File: src/rtl/shift_left_4bit_reg.sv
`default_nettype none
// ============================================================================
//  Module      : shift_left_4bit_reg
//  Description : Registered logical left shifter behind a one-entry
//                valid/ready output buffer. Optional rotate mode is enabled
//                by defining SHL_ROTATE_EN, which adds the rot input.
//  Revision    : 1.0  initial release
// ============================================================================
module shift_left_4bit_reg #(
    parameter int WIDTH = 4,
    parameter int NW    = $clog2(WIDTH)
) (
    input  logic             clk,
    input  logic             rst_n,
    input  logic             in_valid,
    output logic             in_ready,
    input  logic [WIDTH-1:0] in,
    input  logic [NW-1:0]    n,
`ifdef SHL_ROTATE_EN
    input  logic             rot,
`endif
    output logic             out_valid,
    input  logic             out_ready,
    output logic [WIDTH-1:0] out,
    output logic [WIDTH-1:0] shout,
    output logic             zero
);

    logic               w_accept;
    logic [2*WIDTH-1:0] w_prod;
    logic [WIDTH-1:0]   w_lo;
    logic [WIDTH-1:0]   w_hi;
    logic [WIDTH-1:0]   w_res;
    logic [WIDTH-1:0]   w_sh;

    logic               r_valid;
    logic [WIDTH-1:0]   r_out;
    logic [WIDTH-1:0]   r_shout;
    logic               r_zero;

    assign in_ready = !r_valid || out_ready;
    assign w_accept = in_valid && in_ready;

    // The high half of the double-width product is exactly the shifted-out bits.
    assign w_prod = {{WIDTH{1'b0}}, in} << n;
    assign w_lo   = w_prod[WIDTH-1:0];
    assign w_hi   = w_prod[2*WIDTH-1:WIDTH];

`ifdef SHL_ROTATE_EN
    // Rotation folds the shifted-out bits back into the vacated low end.
    assign w_res = rot ? (w_lo | w_hi) : w_lo;
    assign w_sh  = rot ? {WIDTH{1'b0}} : w_hi;
`else
    assign w_res = w_lo;
    assign w_sh  = w_hi;
`endif

    always_ff @(posedge clk or negedge rst_n) begin
        if (!rst_n) begin
            r_valid <= 1'b0;
            r_out   <= {WIDTH{1'b0}};
            r_shout <= {WIDTH{1'b0}};
            r_zero  <= 1'b1;
        end else if (w_accept) begin
            r_valid <= 1'b1;
            r_out   <= w_res;
            r_shout <= w_sh;
            r_zero  <= (w_res == {WIDTH{1'b0}});
        end else if (out_ready) begin
            r_valid <= 1'b0;
        end
    end

    assign out_valid = r_valid;
    assign out       = r_out;
    assign shout     = r_shout;
    assign zero      = r_zero;

endmodule
`default_nettype wire

File: config.mk
export PLATFORM = sky130hd
export DESIGN_NAME = shift_left_4bit_reg
export DESIGN_NICKNAME = d
export VERILOG_FILES = /design/src/rtl/shift_left_4bit_reg.sv
export SDC_FILE = /design/constraint.sdc
export NUM_CORES = 1
export LEC_CHECK = 0
export BUFFER_PORTS_ARGS = -buffer_cell sky130_fd_sc_hd__buf_2
export CAP_MARGIN = 20
export CORE_AREA = 3 3 40 42
export DETAILED_ROUTE_END_ITERATION = 8
export DIE_AREA = 0 0 43 45
export PLACE_DENSITY_LB_ADDON = 0.25
export SYNTH_ARGS = -nofsm -noshare
export SYNTH_HDL_FRONTEND = slang
export SYNTH_SLANG_ARGS = --single-unit
File: constraint.sdc
create_clock -name clk -period 1.3 [get_ports clk]
set_clock_uncertainty 0.1 [all_clocks]
set_input_delay 0.065 -clock clk [delete_from_list [all_inputs] [get_ports clk]]
set_output_delay 0.065 -clock clk [all_outputs]
set_load 0.05 [all_outputs]
==> results of run 1 <==
-- per-layer routing --
layer | vias to the layer above | wire (um)
met5 | - | 0
met4 | 0 | 6
met3 | 2 | 89
met2 | 18 | 321
met1 | 152 | 475
li1 | 185 | -
-- sequential cells by signal, indices dropped and copies added (netlist names) --
name,flops
out,4
out_valid,1
shout,3
zero,1
-- path summary, 6_finish.rpt --
check	endpoint	startpoint	slack (ps)
worst min-delay path	out_valid$_DFFE_PN0P_	in_valid	20
worst max-delay path	in_ready	out_valid$_DFFE_PN0P_	60
min in group asynchronous	out[2]$_DFFE_PN0P_	rst_n	90
max in group asynchronous	zero$_DFFE_PN1P_	rst_n	770
worst max register to register	out[3]$_DFFE_PN0P_	out_valid$_DFFE_PN0P_	150
worst min register to register	shout[2]$_DFFE_PN0P_	shout[2]$_DFFE_PN0P_	410
-- metrics by stage --
step                      utilization, %  setup TNS (ps)  power [mW]  worst slack, ps
after detailed placement            48.3               0       0.665              164
after CTS                           51.1               0       0.886             49.5
after global routing                51.1               0       0.918             28.9
final                               51.1               0       0.870             60.9
after global placement              48.3               0       0.663              174
after floorplan                        -            -609       0.595            -87.0
-- Yosys cell counts, types with 2 or more instances --
cell,number,area (um^2)
dfrtp_1,8,200
nand2b_1,2,12.5
mux2i_1,4,40.0
mux2_2,7,78.8
a21oi_1,3,15.0
-- critical path, delay by kind of cell (launching register included) --
kind	cells	cell delay, ps
buf+inv	1	270
simple gates	1	120
flops	1	420
-- cells by family after synthesis --
kind of cell           synth area share, %
multiplexers                          24.7
buffers and inverters                 4.93
AO/OA/AOI/OAI                         9.35
flip-flops                            47.0
AND/OR/NAND/NOR                       13.2
other                                0.778
-- area by class of cell --
class / count / area share, %
Clock buffer: 4 / 4.00
Multi-Input combinational cell: 29 / 42.5
Sequential cell: 9 / 34.7
Tap cell: 15 / 2.86
Timing Repair Buffer: 20 / 16.0
-- report_power, final --
part           switching (mW)  total, mW  internal (mW)
combinational           0.213      0.320          0.108
clock                  0.0931      0.211          0.118
sequential             0.0192      0.338          0.319
total                   0.325      0.870          0.545
==> run_results.csv, run 1 <==
group,metric,value,unit
global_routing,grt_most_used_layer,"met1",
synth,synth_edf_count,0,
clock_tree,cts_max_level,1,
synth,synth_flop_cell,"dfrtp_1",
sta,fmax,807,MHz
critical_path,crit_required,1130,ps
clock_tree,cts_resized,0,
routing,dr.pass1.iters,3,
critical_path,r2r_cells,3,
routing,drc_errors,0,
power_and_ir_drop,vdd_ir_drop_max,0.599,mV
critical_path,critPathSlowestCell,"dfrtp_2",
placed_design,placed_area,621,um^2
routing,drt-initial-drc-count,7,
sta,finalHoldViolations,0,
critical_path,slowest_delay,420,ps
final_layout,final_common_cell,"buf_2",
routing,wl_per_cell,11.6,um
floorplanning,io_pins,21,
critical_path,path_cells,"nand2b_4 -> buf_2",
placed_design,dp_hpwl,703,um
floorplanning,core_area,0.00128,mm^2
sta,maxSlewViolCount,0,
clock_tree,clock_sinks,9,
placed_design,gp_congestion,0.713,
power_and_ir_drop,powerDensity,1320,mW/mm^2
synth,yosys_register_bits,9,
floorplanning,die_y,45,um
final_layout,layout_common_cells,"19 x buf_2, 7 x mux2_4, 7 x dfrtp_1",
worst_hold_path,min_path_cells,2,
global_routing,grt.overflow.total,0,
placed_design,placedCellCount,72,
global_routing,grtUsageMet2,13.2,%
sta,finalSetupViolations,0,
critical_path,cp-end-kind,"output port",
status,outcome,"finished clean",
synth,syn_inst,41,
critical_path,start_kind,"register",
final_layout,drive_above_1_share,56.5,%
final_layout,nets,73,
clock_tree,clock_path_buffers,2,
sta,rsz0062_at_grt,"no",
routing,ant_nets,0,
flow_run,cap_violations,0,
clock_tree,clock_latency,250,ps
global_routing,antenna_found_initial,0,
critical_path,crit_arrival,1070,ps
global_routing,grtUsageMet3,3.59,%
final_layout,n_antenna_cell,0,
synth,ys_seq_area_share,47.0,%
synth,async_reset_ff_share,100,%
critical_path,cp_max_fo,5,
final_layout,regArea,228,um^2
global_routing,grt_max_degree,12,
clock_tree,postCtsSetupBuffers,0,
final_layout,n_fill_cell,117,
clock_tree,clkTransAtPathRegs,60,ps
floorplanning,die_area,0.00194,mm^2
clock_tree,numCtsBuffers,3,
final_layout,finish.instance_area,657,um^2
clock_tree,postCtsHoldBufs,1,
critical_path,worstSetupPathType,"register to output port",
sta,min_period,1240,ps
synth,yosysWarnings,0,
final_layout,multi_input_area,279,um^2
worst_hold_path,hp-class,"primary input to register",
synth,synth_area_per_cell,11.7,um^2
floorplanning,num_rows,13,
synth,yosysUniqueCellTypes,22,
sta,hold_ws,22.8,ps
global_routing,use_met1,16.0,%
global_routing,grt_pass1_vias,336,
clock_tree,cts-root-buf,"clkbuf_4",
power_and_ir_drop,leakage,0.352,nW
floorplanning,fp.dieW,43,um
placed_design,port_buffers,19,
routing,vias_per_cell,4.64,
synth,syn-cell-area,482,um^2
routing,vias,357,
final_layout,area_delta_synth_final,36.4,%
synth,synth_fp_nets,51,
global_routing,grtUsageTotal,10.9,%
routing,wl,892,um
final_layout,finalNonFillerCells,77,
clock_tree,cts_tree,"yes",
global_routing,grt_pass1_wl,1500,um
sta,period_share,95.3,%
floorplanning,start_util,37.5,%
No activity file was read; power rests on OpenSTA's default activity.
==> run 2, diff against run 1 <==
Settings changed: BUFFER_PORTS_ARGS -buffer_cell sky130_fd_sc_hd__buf_2 to -buffer_cell sky130_fd_sc_hd__clkbuf_2, HOLD_SLACK_MARGIN set to 0.15.
==> run 2 against run 1 <==
Compared with the run above:
- worst hold slack improved by 20 ps
- flip-flop and latch count did not move
- power rose by 1.4%
- first-iteration DRC count fell by 57%
- sequential share of layout area fell by 2.7 points
- combinational power rose by 4%
- clock power barely moved
- clock-buffer cell count did not move
- die area did not move
- register-to-register slack barely moved
- setup slack got worse by 4.8 ps
==> run_results.csv, run 2 (synthesis results as in run 1) <==
group,metric,value,unit
status,outcome,"finished clean",
global_routing,grt_pass1_vias,378,
power_and_ir_drop,pwr-share-clk,23.7,%
critical_path,cp_max_fo,5,
floorplanning,core_area,0.00128,mm^2
routing,wl,960,um
critical_path,r2r_slack,160,ps
clock_tree,cts_max_level,1,
power_and_ir_drop,internal_power,0.555,mW
routing,ant_nets,0,
final_layout,n_antenna_cell,0,
floorplanning,num_rows,13,
sta,rsz0062_at_grt,"no",
sta,fmax,804,MHz
critical_path,crit_arrival,1080,ps
global_routing,grt_most_used_layer,"met2",
routing,dr.pass1.iters,2,
critical_path,rr_startpoint,"out_valid$_DFFE_PN0P_",
critical_path,start_kind,"register",
global_routing,grtUsageMet2,17.4,%
final_layout,n_fill_cell,116,
placed_design,placed_area,621,um^2
final_layout,drive_above_1_share,53.7,%
power_and_ir_drop,p_total,0.882,mW
sta,min_period,1240,ps
worst_hold_path,worstHoldEndpoint,"out_valid$_DFFE_PN0P_",
power_and_ir_drop,pwr-share-comb,37.8,%
final_layout,finish.instance_area,713,um^2
power_and_ir_drop,p_seq_share,38.5,%
critical_path,r2r_cells,3,
floorplanning,io_pins,21,
critical_path,worst_r2r_endpoint,"out[3]$_DFFE_PN0P_",
critical_path,path_cells,"nand2b_4 -> clkbuf_2",
final_layout,nets,78,
final_layout,largest_register_ffs,4,
worst_hold_path,hp-class,"primary input to register",
power_and_ir_drop,leakage,0.381,nW
floorplanning,die_y,45,um
sta,maxSlewViolCount,0,
final_layout,area_delta_synth_final,48.1,%
sta,finalSetupViolations,0,
clock_tree,clock_path_buffers,2,
routing,vias_per_cell,4.62,
critical_path,cp-end-kind,"output port",
routing,drt-initial-drc-count,3,
global_routing,grt_pass1_wl,1650,um
routing,drc_errors,0,
sta,hold_ws,42.7,ps
clock_tree,cts-root-buf,"clkbuf_4",
global_routing,grt_max_degree,12,
routing,wl_per_cell,11.7,um
placed_design,port_buffers,19,
sta,period_share,95.7,%
clock_tree,cts_tree,"yes",
clock_tree,numCtsBuffers,3,
power_and_ir_drop,powerDensity,1240,mW/mm^2
critical_path,critPathSlowestCell,"dfrtp_2",
critical_path,critPathBufInv,1,
global_routing,grtUsageTotal,12.3,%
clock_tree,postCtsHoldBufs,6,
global_routing,grt.overflow.total,0,
floorplanning,start_util,37.5,%
critical_path,crit_required,1130,ps
critical_path,worstSetupPathType,"register to output port",
clock_tree,clock_latency,250,ps
placed_design,dp_hpwl,678,um
final_layout,layout_common_cells,"19 x clkbuf_2, 7 x mux2_4, 7 x dfrtp_1",
clock_tree,clkTransAtPathRegs,60,ps
global_routing,grtUsageMet3,3.59,%
flow_run,cap_violations,0,
final_layout,final_common_cell,"clkbuf_2",
sta,finalHoldViolations,0,
worst_hold_path,hold_start,"out_ready",
global_routing,use_met1,16.0,%
power_and_ir_drop,p_sw_share,37.1,%
critical_path,crit_cells,2,
critical_path,crit_family,"flip-flops",
floorplanning,die_area,0.00194,mm^2
placed_design,gp_congestion,0.715,
power_and_ir_drop,netSwitchingPower,0.327,mW
global_routing,antenna_found_initial,0,
power_and_ir_drop,vdd_ir_drop_max,0.548,mV
clock_tree,clock_sinks,9,
floorplanning,fp.dieW,43,um
critical_path,slowest_delay,420,ps
worst_hold_path,min_path_cells,3,
routing,vias,379,
## run 2: cell count changes in the layout (fill, tap and decap cells not counted)
| cell | delta |
|---|---|
| buf_2 | -19 |
| clkbuf_2 | +19 |
| dlygate4sd3_1 | +4 |
| dlymetal6s4s_1 | +1 |
| mux2i_1 | -1 |
| mux2i_2 | +1 |
## run 2: metal layers
metal  up-vias  share of wire (%)
li1        194                  -
met1       167                 52
met2        16                 40
met3         2                6.6
met4         0                1.1
met5         -                  0
## run 2: worst min-delay path, delay by kind of cell
kind	cells	cell delay, ps
simple gates	2	220
buf+inv	1	80
## run 2: power by group through the flow
stage	sequential [mW]	clock, mW	combinational (mW)
2_1_floorplan	0.473	0	0.122
3_3_place_gp	0.344	0	0.319
3_5_place_dp	0.345	0	0.319
4_1_cts	0.341	0.223	0.333
5_1_grt	0.346	0.239	0.353
6_report	0.340	0.209	0.333
## run 2: how the worst max path moves through the flow
stage	to	slack (ps)	startpoint
2_1_floorplan	out[0]$_DFFE_PN0P_	-90	out_valid$_DFFE_PN0P_
3_3_place_gp	out[3]$_DFFE_PN0P_	170	out_valid$_DFFE_PN0P_
3_5_place_dp	shout[0]$_DFFE_PN0P_	160	out_valid$_DFFE_PN0P_
4_1_cts	out_valid$_DFFE_PN0P_	40	rst_n
5_1_grt	out[3]$_DFFE_PN0P_	2	in[0]
6_report	in_ready	60	out_valid$_DFFE_PN0P_
## run 2: cell type report
| class | instances | area, um^2 | area share [%] |
|---|---|---|---|
| Tap cell | 15 | 18.8 | 2.63 |
| Timing Repair Buffer | 25 | 158 | 22.1 |
| Sequential cell | 9 | 228 | 31.9 |
| Multi-Input combinational cell | 29 | 283 | 39.6 |
| Clock buffer | 4 | 26.3 | 3.68 |
## run 2: through the flow
stage	TNS, ps	instances	util (%)	worst slack (ps)
6_report	0	82	55.5	56.1
5_1_grt	0	82	55.5	1.92
4_1_cts	0	82	55.0	39.3
3_5_place_dp	0	72	48.3	163
3_3_place_gp	0	72	48.3	170
2_1_floorplan	-609	41	-	-87.0
## run 2: repair_timing
item	CTS	global route
hold endpoints to repair	13	1
buffers inserted	0	0
endpoints found under the setup margin	0	9
gates resized for setup	0	2
